File: src/rtl/regfile_dumper_pkg.sv
// Shared definitions for the register file dumper.
// The state encoding is also read by the debug-unit top-level FSM when it
// reports dumper status, so the numeric values are fixed.
package regfile_dumper_pkg;

  localparam int REG_ADDR_WIDTH  = 5;
  localparam int BYTE_WIDTH      = 8;
  localparam int DEFAULT_NB_REGS = 32;

  typedef enum logic [1:0] {
    IDLE = 2'd0,
    LOAD = 2'd1,
    SEND = 2'd2,
    DONE = 2'd3
  } dump_state_t;

endpackage

File: src/rtl/regfile_dumper_serializer.sv
// word_tx_serializer: captures a word on a load strobe and shifts it out one
// byte at a time, least significant byte first.
//
// Ports:
//   clk      system clock
//   rst      synchronous active-high reset
//   load     capture word and restart the byte counter
//   word     DATA_WIDTH word to serialize
//   advance  current byte accepted by the consumer; move to the next one
//   tx_byte  byte currently offered (low byte of the shift register)
//   last     the byte currently offered is the final byte of the word
module word_tx_serializer
  import regfile_dumper_pkg::*;
#(
  parameter int DATA_WIDTH = 32
) (
  input  logic                  clk,
  input  logic                  rst,
  input  logic                  load,
  input  logic [DATA_WIDTH-1:0] word,
  input  logic                  advance,
  output logic [BYTE_WIDTH-1:0] tx_byte,
  output logic                  last
);

  localparam int NB_BYTES = DATA_WIDTH / BYTE_WIDTH;
  // Keep the counter at least one bit wide even for single-byte words.
  localparam int CNT_W    = (NB_BYTES > 1) ? $clog2(NB_BYTES) : 1;

  logic [DATA_WIDTH-1:0] shift_reg;
  logic [CNT_W-1:0]      byte_cnt_reg;

  always_ff @(posedge clk) begin
    if (rst) begin
      shift_reg    <= '0;
      byte_cnt_reg <= '0;
    end else if (load) begin
      shift_reg    <= word;
      byte_cnt_reg <= '0;
    end else if (advance) begin
      shift_reg    <= shift_reg >> BYTE_WIDTH;
      byte_cnt_reg <= byte_cnt_reg + CNT_W'(1);
    end
  end

  assign tx_byte = shift_reg[BYTE_WIDTH-1:0];
  assign last    = (byte_cnt_reg == CNT_W'(NB_BYTES - 1));

endmodule

File: src/rtl/regfile_dumper.sv
// regfile_dumper: on a start pulse, reads registers 0..NB_REGS-1 through the
// regfile debug read port and streams every word, low byte first, to the
// UART TX over a valid/ready handshake. Used to dump architectural state
// while the pipeline is halted.
//
// Ports:
//   clk         system clock
//   i_rst       synchronous active-high reset (aborts a dump, no done pulse)
//   i_start     dump request, only honoured while idle
//   o_busy      dump in progress
//   o_done      one-cycle pulse after the final byte was accepted
//   o_reg_addr  regfile debug read address
//   i_reg_data  regfile debug read data (combinational from o_reg_addr)
//   o_tx_data   byte offered to the UART TX
//   o_tx_valid  o_tx_data is valid
//   i_tx_ready  UART TX accepts the byte this cycle
//
// All outputs are decoded from registers; none depends combinationally on
// an input.
module regfile_dumper
  import regfile_dumper_pkg::*;
#(
  parameter int DATA_WIDTH = 32,  // multiple of 8
  parameter int NB_REGS    = DEFAULT_NB_REGS  // at most 32 (5-bit address)
) (
  input  logic                      clk,
  input  logic                      i_rst,
  input  logic                      i_start,
  output logic                      o_busy,
  output logic                      o_done,
  output logic [REG_ADDR_WIDTH-1:0] o_reg_addr,
  input  logic [DATA_WIDTH-1:0]     i_reg_data,
  output logic [BYTE_WIDTH-1:0]     o_tx_data,
  output logic                      o_tx_valid,
  input  logic                      i_tx_ready
);

  localparam logic [REG_ADDR_WIDTH-1:0] LAST_ADDR = REG_ADDR_WIDTH'(NB_REGS - 1);

  dump_state_t               state_reg, state_next;
  logic [REG_ADDR_WIDTH-1:0] addr_reg, addr_next;

  logic load;
  logic advance;
  logic last_byte;

  always_ff @(posedge clk) begin
    if (i_rst) begin
      state_reg <= IDLE;
      addr_reg  <= '0;
    end else begin
      state_reg <= state_next;
      addr_reg  <= addr_next;
    end
  end

  always_comb begin
    state_next = state_reg;
    addr_next  = addr_reg;
    case (state_reg)
      IDLE: begin
        if (i_start) begin
          addr_next  = '0;
          state_next = LOAD;
        end
      end
      LOAD: begin
        state_next = SEND;
      end
      SEND: begin
        if (i_tx_ready && last_byte) begin
          // The address stops at the last register, so it never wraps.
          if (addr_reg == LAST_ADDR) begin
            state_next = DONE;
          end else begin
            addr_next  = addr_reg + REG_ADDR_WIDTH'(1);
            state_next = LOAD;
          end
        end
      end
      DONE: begin
        state_next = IDLE;
      end
      default: begin
        state_next = IDLE;
      end
    endcase
  end

  // The regfile read is sampled in LOAD, so a write landing on the same edge
  // is not seen: the regfile has no write-through and no bypass is added.
  assign load    = (state_reg == LOAD);
  assign advance = (state_reg == SEND) && i_tx_ready;

  word_tx_serializer #(
    .DATA_WIDTH(DATA_WIDTH)
  ) u_serializer (
    .clk     (clk),
    .rst     (i_rst),
    .load    (load),
    .word    (i_reg_data),
    .advance (advance),
    .tx_byte (o_tx_data),
    .last    (last_byte)
  );

  assign o_reg_addr = addr_reg;
  assign o_tx_valid = (state_reg == SEND);
  assign o_busy     = (state_reg != IDLE);
  assign o_done     = (state_reg == DONE);

endmodule
File: config.mk
export PLATFORM = sky130hd
export DESIGN_NAME = regfile_dumper
export DESIGN_NICKNAME = d
export VERILOG_FILES = /design/src/rtl/regfile_dumper_pkg.sv /design/src/rtl/regfile_dumper_serializer.sv /design/src/rtl/regfile_dumper.sv
export SDC_FILE = /design/constraint.sdc
export NUM_CORES = 1
export LEC_CHECK = 0
export CAP_MARGIN = 20
export CORE_MARGIN = 2
export CORE_UTILIZATION = 52
export DETAILED_ROUTE_END_ITERATION = 16
export HOLD_SLACK_MARGIN = 0.05
export PLACE_DENSITY = 0.91
export SYNTH_ARGS = -nofsm -noshare
export SYNTH_HDL_FRONTEND = slang
export SYNTH_HIERARCHICAL = 1
export SYNTH_SLANG_ARGS = --single-unit
File: constraint.sdc
create_clock -name clk -period 4.29 [get_ports clk]
set_input_delay 0.858 -clock clk [delete_from_list [all_inputs] [get_ports clk]]
set_output_delay 0.858 -clock clk [all_outputs]
set_load 0.005 [all_outputs]
Word level (Yosys, flattened, before mapping)
Index checks and enable logic that the tools add are counted.
{"block": "classes", "eq_ne": 8, "muxes": 10, "div_mod_pow": 0, "shift": 0, "n_reduce_logical": 9, "n_addsub": 2, "order_cmp": 0, "mul": 0, "bitwise": 0}
{"op": "32-bit two-way mux", "n": 2}
{"op": "5-bit two-way mux", "n": 3}
{"op": "5-bit case mux with 2 select lines", "n": 1}
{"op": "2-bit case mux with 4 select lines", "n": 1}
{"op": "2-bit == test, second input constant", "n": 3}
{"op": "2-bit two-way mux", "n": 3}
{"op": "2-bit nonzero test", "n": 3}
{"op": "5-bit by 1-bit adder with 5-bit output, second input constant", "n": 1}
{"op": "5-bit == test, second input constant", "n": 1}
{"op": "2-bit != test, second input constant", "n": 2}
{"op": "4-bit AND reduction", "n": 1}
{"op": "2-bit by 1-bit adder with 2-bit output, second input constant", "n": 1}
{"op": "2-bit by 1-bit == test with 1-bit output, second input constant", "n": 1}
{"op": "1-bit logical AND", "n": 2}
{"op": "2-bit logical NOT", "n": 1}
{"op": "2-bit by 1-bit != test with 1-bit output, second input constant", "n": 1}
{"op": "2-bit AND reduction", "n": 1}
{"op": "2-bit OR reduction", "n": 1}
{"block": "word_totals", "mem_bits_rw": 0, "rom_bits": 0, "inputBits": 36, "n_memories": 0, "output_inout_bits": 16, "latchBits": 0, "regBits": 41}

Logic depth before layout (Yosys ltp)
Gate-level depths: netlist of the first run.
{"block": "logic_depth", "word_depth": 4, "mapped_depth": 8, "ltp_nobuf": 6}

Hierarchy
The synthesis of the first run kept the hierarchy.
{"module": "word_tx_serializer", "instances": 1, "cells_per_inst": 158, "area_per_inst_um2": 1574.0}
{"module": "regfile_dumper", "instances": 1, "cells_per_inst": 44, "area_per_inst_um2": 399.1}

Worst setup path before layout of the first run
No wires, ideal clock.
{"block": "synth_timing", "kind": "register -> register", "start": "register addr_reg[0] (netlist: o_reg_addr[0])", "end": "register addr_reg[3] (netlist: o_reg_addr[3])", "slack_ns": 2.453, "path_stages_with_launch": 7, "arrival_ns": 1.762, "setup_ns": 0.074, "period_less_slack_ns": 1.837, "path_buffers": 0, "path_cell_list": "dfxtp_1 > ha_1 > and3_1 > ha_1 > nand3b_1 > or4_1 > a31oi_1"}
{"block": "synth_between", "elab_chain_len": 4, "word_cells_on_any_way": 7}
{"item": "start, declared", "line_no": "regfile_dumper.sv:41", "source": "logic [REG_ADDR_WIDTH-1:0] addr_reg, addr_next;"}
{"item": "start signal, assigned", "line_no": "regfile_dumper.sv:53", "source": "addr_reg <= addr_next;"}
{"item": "5-bit by 1-bit adder with 5-bit output", "line_no": "regfile_dumper.sv:76", "source": "addr_next = addr_reg + REG_ADDR_WIDTH'(1);"}
{"item": "5-bit two-way mux", "line_no": "regfile_dumper.sv:73", "source": "if (addr_reg == LAST_ADDR) begin"}
{"item": "5-bit two-way mux", "line_no": "regfile_dumper.sv:71", "source": "if (i_tx_ready && last_byte) begin"}
{"item": "5-bit case mux with 2 select lines", "line_no": "regfile_dumper.sv:60", "source": "case (state_reg)"}
Parallel ways exist; a longest one is shown, timed or not. The select of a mux whose other input is x is not followed.
A chain may end at the register's enable or synchronous reset.

Worst setup path in the final report of the first run
{"block": "layout_timing", "start": "register state_reg[1]", "end": "output o_tx_valid"}
{"block": "layout_between", "elab_chain_len": 1}
{"item": "start, declared", "line_no": "regfile_dumper.sv:40", "source": "dump_state_t state_reg, state_next;"}
{"item": "start signal, assigned", "line_no": "regfile_dumper.sv:52", "source": "state_reg <= state_next;"}
{"item": "2-bit == test", "line_no": "regfile_dumper.sv:108", "source": "assign o_tx_valid = (state_reg == SEND);"}
{"item": "end, declared", "line_no": "regfile_dumper.sv:34", "source": "output logic o_tx_valid,"}
Every way passes these cells.

==> out/metrics.csv, run 1 <==
stage;metric;value;unit
status;status;complete, no violations;
floorplan;dieArea;4300;sq um
logic_synthesis;netlist_instances;202;
sta;finalMaxSlewViolations;0;
layout;multi_input_area;993;sq um
sta;fin_crit_sh;0.593;
min_path;min_to;o_reg_addr[4];
cts;insertion_delay;0.29;ns
layout;n_fill_cell;282;
critical_path;reg2reg_from;state_reg[1];
critical_path;path_max_fanout;9;
layout;ff_latch_area;821;sq um
floorplan;initial_core_util;0.539;
critical_path;path_cells;nand2b_1 > inv_1 > clkdlybuf4s50_1;
logic_synthesis;yosys_warnings;6;
min_path;hold_path_class;register to register;
critical_path;slowest_stage;clkdlybuf4s50_1;
sta;clock-skew-final;0.00357;ns
critical_path;r2r_end;u_serializer/shift_reg[4];
logic_synthesis;synth_nets;241;
critical_path;r2r_cells;5;
sta;rsz0062_at_grt;no;
critical_path;critical-path-max-stage-delay;0.53;ns
layout;largest_register_ffs;32;
sta;worstMarginPinSlew;0.873;ns
logic_synthesis;yosysUniqueCellTypes;33;
cts;clock-root-buffer;clkbuf_8;
place;port_buffers;51;
drt;vias_per_cell;5.40;
logic_synthesis;netlist_area;1970;sq um
sta;slew_headroom;0.418;
cts;cts_hold_buf;0;
cts;path_clk_slew;0.07;ns
logic_synthesis;synthTopCellsByCount;dfxtp_1 (41), mux2i_1 (25), a211oi_1 (24), nor2b_1 (24), a21oi_1 (13);
drt;drc_errors;0;
critical_path;cp.arrival;1.69;ns
logic_synthesis;yosysTopAreaCellShare;0.416;
sta;setup_tns;0;ns
logic_synthesis;syn_area_per_cell;9.77;sq um
logic_synthesis;synth_edf_count;0;
drt;antenna_left;0;
critical_path;endpoint_kind;output port;
critical_path;startpoint_type;register;
cts;post_cts_buffers;0;
logic_synthesis;ys_seq_elements;41;
critical_path;r2r_setup_slack;2.03;ns
floorplan;rows;22;
floorplan;die_x;65.6;microns
global_routing;grt_usage;0.199;
pwr;peakVddDrop;306;uV
sta;finalSetupViolations;0;
critical_path;critical_path_class;register to output port;
drt;dr.pass1.iters;4;
logic_synthesis;synthArstFlopShare;0;
layout;layout-drive-gt1-share;0.0795;
global_routing;antenna_found_initial;0;
place;gp_congestion;0.824;
logic_synthesis;yosys-top-cells-area;dfxtp_1 (42%), mux2i_1 (13%), a211oi_1 (9.1%);
drt;wirelength;4.02;mm
floorplan;io-pin-count;52;
floorplan;coreArea;3660;sq um
pwr;p_per_area;326;nW/um^2
sta;fmax;0.393;GHz
layout;n_antenna_cell;0;
global_routing;grt_pass1_wl;6.67;mm
drt;wire_per_inst;14.0;microns
min_path;holdPathStages;2;
cts;cts-htree-levels;2;
global_routing;grt_pass1_vias;1518;
sta;hold_violations;0;
cts;cts_made_buffers;5;
floorplan;die_h;65.6;microns
cts;cts_tree;done;
cts;clock_path_buffers;2;
logic_synthesis;synth-seq-area-share;0.416;
critical_path;worstPathRequired;3.43;ns
logic_synthesis;synth_ff_type;dfxtp_1;
logic_synthesis;synth.most_common_cell;dfxtp_1;
min_path;hold_start;o_reg_addr[4];
critical_path;crit_start;state_reg[1];
global_routing;grt_remaining_overflow;0;
cts;cts.sinks;41;
sta;period_needed;2.55;ns
logic_synthesis;yosys.area.top_type;dfxtp_1;
layout;finish.net_count;277;
drt;vias;1549;
pwr;power.leakage;0.841;nW
flow_run;max_cap_viol_count;0;
sta;holdWs;0.527;ns
place;hpwl;2.68;mm
layout;syn_to_final_growth;26.9;%
global_routing;grt_max_degree;45;
cts;cts_resized;0;
drt;drtIter0Drc;89;
[stage by stage]
step	power, W	area (sq um)	worst slack, ns	util	instances
floorplan	0.000502	1970	2.45	-	202
global placement	0.000550	2400	1.69	0.657	279
detailed placement	0.000554	2400	1.63	0.657	279
CTS	0.000823	2500	1.75	0.684	287
global route	0.000853	2500	1.62	0.684	287
finish	0.000818	2500	1.74	0.684	287
[routing by layer]
| layer | vias up | part of all wire | routed length (microns) | GRT usage |
|---|---|---|---|---|
| met4 | 0 | 0.018 | 74 | 0.0911 |
| met3 | 9 | 0.041 | 166 | 0.0377 |
| met2 | 41 | 0.46 | 1840 | 0.330 |
| met5 | - | 0 | 0 | 0 |
| met1 | 707 | 0.48 | 1930 | 0.249 |
| li1 | 792 | - | - | - |
[power breakdown]
part | switching, W | leakage (nW) | total, W | internal, W
registers | 0.0000148 | 0.335 | 0.000420 | 0.000405
clock network | 0.000126 | 0.0542 | 0.000271 | 0.000145
logic | 0.0000521 | 0.451 | 0.000127 | 0.0000752
total | 0.000193 | 0.841 | 0.000818 | 0.000625
[cells by family after synthesis]
group,count (synthesis),share of synthesized area
simple gates,60,0.195
buf+inv,26,0.0812
flops,41,0.416
mux,25,0.127
compound gates,46,0.158
xor+xnor,1,0.00444
fa+ha+maj,3,0.0190
[critical path: cells and delay by family, from the launching register on]
kind	cells	cell delay [ns]
AND/OR/NAND/NOR	1	0.23
buffers and inverters	2	0.75
flip-flops	1	0.43
[placed cells by master, fill, tap and decap left out, types with 3 or more instances in the layout]
cell type,instances
a21oi_1,13
or3b_1,5
inv_1,3
clkbuf_8,7
dfxtp_1,41
nor3_1,3
o211ai_1,6
ha_1,3
nor2b_1,24
mux2i_1,25
or3b_2,4
clkdlybuf4s50_1,51
a211oi_1,24
nand2_1,8
[area by class of cell]
type,count,area share
clock buffers,7,0.0385
multi-input cells,135,0.397
clock inverters,1,0.00200
repair buffers,52,0.207
flip-flops and latches,41,0.328
well taps,48,0.0240
inverters,3,0.00450
[how the worst max path moves through the flow]
stage	to	slack (ns)	cells after the start
after floorplan	o_reg_addr[3]	2.45	6
after global placement	u_serializer/shift_reg[8]	1.69	4
after detailed placement	u_serializer/shift_reg[10]	1.63	4
after CTS	o_tx_valid	1.75	3
after global routing	o_tx_valid	1.62	3
final	o_tx_valid	1.74	3
Power figures use the tool's default switching activity.
==> run 2: changes to the inputs <==
--- a/config.mk
+++ b/config.mk
@@ -7,10 +7,10 @@
 export LEC_CHECK = 0
 export CAP_MARGIN = 20
 export CORE_MARGIN = 2
-export CORE_UTILIZATION = 52
+export CORE_UTILIZATION = 48
 export DETAILED_ROUTE_END_ITERATION = 16
 export HOLD_SLACK_MARGIN = 0.05
-export PLACE_DENSITY = 0.91
+export PLACE_DENSITY = 0.85
 export SYNTH_ARGS = -nofsm -noshare
 export SYNTH_HDL_FRONTEND = slang
 export SYNTH_HIERARCHICAL = 1
==> constraint.sdc (replaced) <==
create_clock -name clk -period 2.5 [get_ports clk]
set_input_delay 0.5 -clock clk [delete_from_list [all_inputs] [get_ports clk]]
set_output_delay 0.5 -clock clk [all_outputs]
set_load 0.005 [all_outputs]
==> out/metrics.csv, run 2 (synthesis gave the netlist of run 1 again) <==
stage;metric;value;unit
sta;worstMarginPinSlew;0.715;ns
global_routing;grt_usage;0.197;
drt;drc_errors;0;
global_routing;grt_remaining_overflow;0;
sta;finalSetupViolations;0;
sta;hold_violations;0;
critical_path;critical_path_class;register to output port;
min_path;hold_path_class;register to register;
critical_path;crit_start;state_reg[1];
pwr;cell_internal_pwr;0.00104;W
sta;setup_tns;0;ns
place;hpwl;2.74;mm
min_path;hold_start;o_reg_addr[4];
sta;finalMaxSlewViolations;0;
critical_path;r2r_end;u_serializer/shift_reg[7];
cts;cts_hold_buf;0;
cts;clock-root-buffer;clkbuf_8;
pwr;switching_share;0.236;
critical_path;path_cells;nand2b_1 > inv_1 > clkdlybuf4s50_1;
critical_path;critPathTopFamily;buffers and inverters;
pwr;power.leakage;0.847;nW
sta;fmax;0.453;GHz
sta;rsz0062_at_grt;no;
cts;cts_tree;done;
floorplan;die_h;68.1;microns
critical_path;slowest_stage;clkdlybuf4s50_1;
drt;wirelength;4.04;mm
floorplan;coreArea;3970;sq um
pwr;netSwitchingPower;0.000322;W
layout;layout_commonest_cell;clkdlybuf4s50_1;
global_routing;grt_max_degree;42;
cts;insertion_delay;0.29;ns
layout;most-common-layout-cells;clkdlybuf4s50_1 (51), dfxtp_1 (41), mux2i_1 (25);
global_routing;grt_pass1_vias;1535;
critical_path;reg2reg_from;state_reg[1];
pwr;clock_power_share;0.312;
pwr;pwr-share-seq;0.527;
cts;cts.sinks;41;
critical_path;cp.arrival;1.71;ns
cts;post_cts_buffers;0;
layout;n_fill_cell;350;
drt;antenna_left;0;
critical_path;critPathBufInv;2;
sta;clock-skew-final;0.00515;ns
cts;path_clk_slew;0.07;ns
place;gp_congestion;0.829;
layout;ff_latch_area;821;sq um
drt;vias;1574;
flow_run;max_cap_viol_count;0;
layout;n_antenna_cell;0;
sta;fin_crit_sh;0.883;
floorplan;dieArea;4640;sq um
critical_path;r2r_cells;6;
drt;vias_per_cell;5.41;
drt;wire_per_inst;13.9;microns
sta;holdWs;0.519;ns
critical_path;r2r_setup_slack;0.39;ns
global_routing;antenna_found_initial;0;
critical_path;path_max_fanout;9;
layout;finish.net_count;280;
floorplan;io-pin-count;52;
status;status;complete, no violations;
cts;clock_path_buffers;2;
pwr;combPwrFrac;0.161;
global_routing;grt_pass1_wl;6.79;mm
cts;cts_resized;0;
critical_path;worstSetupPathDepth;3;
critical_path;endpoint_kind;output port;
floorplan;initial_core_util;0.497;
critical_path;worstPathRequired;2.00;ns
floorplan;rows;23;
layout;layout-drive-gt1-share;0.0830;
sta;slew_headroom;0.523;
pwr;peakVddDrop;369;uV
cts;cts_made_buffers;5;
drt;drtIter0Drc;136;
layout;multi_input_area;993;sq um
layout;largest_register_ffs;32;
sta;period_needed;2.21;ns
cts;cts-htree-levels;2;
floorplan;die_x;68.1;microns
drt;dr.pass1.iters;4;
critical_path;critical-path-max-stage-delay;0.53;ns
pwr;p_per_area;543;nW/um^2
critical_path;startpoint_type;register;
layout;syn_to_final_growth;27.5;%
place;port_buffers;51;
critical_path;crit_path_end;o_tx_valid;
==> run 2: through the flow <==
step | total power (W) | cell area, sq um | std cells | util | setup slack [ns]
2_1_floorplan | 0.000861 | 1970 | 202 | - | 0.663
3_5_place_dp | 0.000955 | 2430 | 284 | 0.612 | 0.308
4_1_cts | 0.00137 | 2510 | 291 | 0.633 | 0.309
5_1_grt | 0.00143 | 2510 | 291 | 0.633 | 0.189
3_3_place_gp | 0.000948 | 2430 | 284 | 0.612 | 0.332
6_report | 0.00137 | 2510 | 291 | 0.633 | 0.291
==> run 2: layer usage <==
| metal | up-vias | global-route usage | part of all wire |
|---|---|---|---|
| met5 | - | 0 | 0 |
| met3 | 7 | 0.0559 | 0.043 |
| li1 | 795 | - | - |
| met4 | 0 | 0.0700 | 0.018 |
| met1 | 735 | 0.250 | 0.46 |
| met2 | 37 | 0.319 | 0.48 |
==> run 2: cell type report <==
class                   count  share of cell area
clock buffers               7              0.0343
inverters                   3             0.00448
multi-input cells         135               0.395
flip-flops and latches     41               0.326
well taps                  50              0.0249
repair buffers             55               0.215
==> run 2: how the worst min path moves through the flow <==
stage,endpoint,slack (ns),depth (start not counted)
after CTS,o_reg_addr[4],0.51,2
after global placement,o_reg_addr[4],0.50,2
after global routing,u_serializer/byte_cnt_reg[0],0.57,2
after floorplan,state_reg[0],0.47,1
final,o_reg_addr[4],0.52,2
after detailed placement,o_reg_addr[4],0.50,2
==> run 2: worst register-to-register path: stages (launching register included) <==
cell and delay [ns]:
dfxtp_1 0.43, nand2b_1 0.23, inv_1 0.23, and2_2 0.44, buf_4 0.28, mux2i_1 0.24, a211oi_1 0.11
==> run 2: power groups by stage <==
stage | clock network, W | logic (W) | registers, W
floorplan | 0 | 0.000136 | 0.000725
global placement | 0 | 0.000215 | 0.000733
detailed placement | 0 | 0.000220 | 0.000735
CTS | 0.000430 | 0.000222 | 0.000720
global route | 0.000460 | 0.000244 | 0.000725
finish | 0.000426 | 0.000220 | 0.000721
==> run 3: changes to the inputs <==
--- a/config.mk
+++ b/config.mk
@@ -6,7 +6,6 @@
 export NUM_CORES = 1
 export LEC_CHECK = 0
 export CAP_MARGIN = 20
-export CORE_MARGIN = 2
 export CORE_UTILIZATION = 48
 export DETAILED_ROUTE_END_ITERATION = 16
 export HOLD_SLACK_MARGIN = 0.05
==> out/metrics.csv, run 3 (synthesis gave the netlist of run 1 again) <==
stage;metric;value;unit
global_routing;grt_pass1_vias;1498;
sta;finalSetupViolations;0;
flow_run;max_cap_viol_count;0;
cts;cts.sinks;41;
sta;slew_headroom;0.456;
global_routing;grt_usage;0.209;
pwr;power.leakage;0.851;nW
drt;antenna_left;0;
sta;rsz0062_at_grt;no;
critical_path;cp.arrival;1.68;ns
cts;post_cts_buffers;0;
critical_path;worstPathRequired;2.00;ns
drt;dr.pass1.iters;4;
cts;clock_path_buffers;2;
floorplan;initial_core_util;0.519;
global_routing;grt_pass1_wl;6.89;mm
cts;cts-htree-levels;2;
drt;drtIter0Drc;83;
global_routing;grt_max_degree;42;
sta;fmax;0.459;GHz
sta;period_needed;2.18;ns
critical_path;critical_path_class;register to output port;
layout;layout_commonest_cell;clkdlybuf4s50_1;
critical_path;endpoint_kind;output port;
global_routing;grt_remaining_overflow;0;
critical_path;critPathTopFamily;buffers and inverters;
layout;finish.net_count;281;
sta;worstMarginPinSlew;0.815;ns
critical_path;crit_start;state_reg[1];
layout;layout-drive-gt1-share;0.0871;
cts;cts_made_buffers;5;
sta;setup_tns;0;ns
drt;wirelength;4.04;mm
layout;syn_to_final_growth;27.7;%
cts;insertion_delay;0.29;ns
drt;wire_per_inst;14.0;microns
global_routing;antenna_found_initial;0;
layout;largest_register_ffs;32;
critical_path;critPathBufInv;2;
floorplan;dieArea;4370;sq um
floorplan;coreArea;3800;sq um
status;status;complete, no violations;
min_path;hold_start;o_reg_addr[4];
pwr;peakVddDrop;406;uV
critical_path;path_cells;nand2b_1 > inv_1 > clkdlybuf4s50_1;
cts;cts_hold_buf;0;
critical_path;path_max_fanout;9;
floorplan;io-pin-count;52;
place;hpwl;2.69;mm
place;gp_congestion;0.763;
floorplan;rows;22;
layout;n_antenna_cell;0;
sta;fin_crit_sh;0.871;
min_path;hold_path_class;register to register;
cts;path_clk_slew;0.07;ns
drt;drc_errors;0;
floorplan;die_h;66.1;microns
place;port_buffers;51;
drt;vias;1521;
pwr;p_per_area;529;nW/um^2
cts;cts_resized;0;
critical_path;slowest_stage;clkdlybuf4s50_1;
floorplan;die_x;66.1;microns
sta;finalMaxSlewViolations;0;
cts;clock-root-buffer;clkbuf_8;
sta;clock-skew-final;0.00510;ns
sta;holdWs;0.520;ns
sta;hold_violations;0;
drt;vias_per_cell;5.26;
critical_path;critical-path-max-stage-delay;0.53;ns
cts;cts_tree;done;
critical_path;startpoint_type;register;
critical_path;reg2reg_from;state_reg[0];
layout;most-common-layout-cells;clkdlybuf4s50_1 (51), dfxtp_1 (41), mux2i_1 (25);
==> run 3: changes by cell type in the layout (fill, tap and decap cells not counted), sizes merged <==
cell    delta
clkbuf     -2
clkinv     +1
buf        +1
==> run 3: report_power, final <==
part	leakage (nW)	internal, W	switching, W
combinational	0.476	0.000133	0.0000899
sequential	0.335	0.000695	0.0000265
clock	0.0399	0.000183	0.000205
==> run 3: cell type report <==
type | count | area [sq um]
multi-input combinational | 135 | 993
fill | 324 | 1280
sequential | 41 | 821
tap | 48 | 60.1
clock inverter | 1 | 5.00
clock buffer | 5 | 68.8
inverter | 3 | 11.3
timing repair buffer | 56 | 561
==> run 3: through the flow <==
step | utilization | instances | instance area [sq um] | power, W | setup slack [ns]
after floorplan | - | 202 | 1970 | 0.000861 | 0.663
after global placement | 0.644 | 283 | 2450 | 0.000951 | 0.364
after detailed placement | 0.644 | 283 | 2450 | 0.000956 | 0.353
after CTS | 0.663 | 289 | 2520 | 0.00134 | 0.330
after global routing | 0.663 | 289 | 2520 | 0.00140 | 0.177
final | 0.663 | 289 | 2520 | 0.00133 | 0.323
==> run 3: final timing paths <==
check	slack [ns]	to	cells after the start
worst max-delay path	0.32	o_tx_valid	3
worst min-delay path	0.52	o_reg_addr[4]	2
worst max register to register	0.45	u_serializer/shift_reg[28]	6
worst min register to register	0.52	o_reg_addr[4]	2
==> run 3: per-layer routing <==
metal | wire length [microns] | track usage | vias up
li1 | - | - | 795
met1 | 2030 | 0.280 | 679
met2 | 1770 | 0.316 | 35
met3 | 136 | 0.0414 | 12
met4 | 106 | 0.106 | 0
met5 | 0 | 0 | -
==> run 3: worst register-to-register path, stage by stage (launching register included) <==
cell and delay (ns):
dfxtp_1 0.41, nand2b_1 0.31, inv_1 0.17, and2_2 0.39, buf_4 0.22, or3b_1 0.37, a21oi_1 0.13
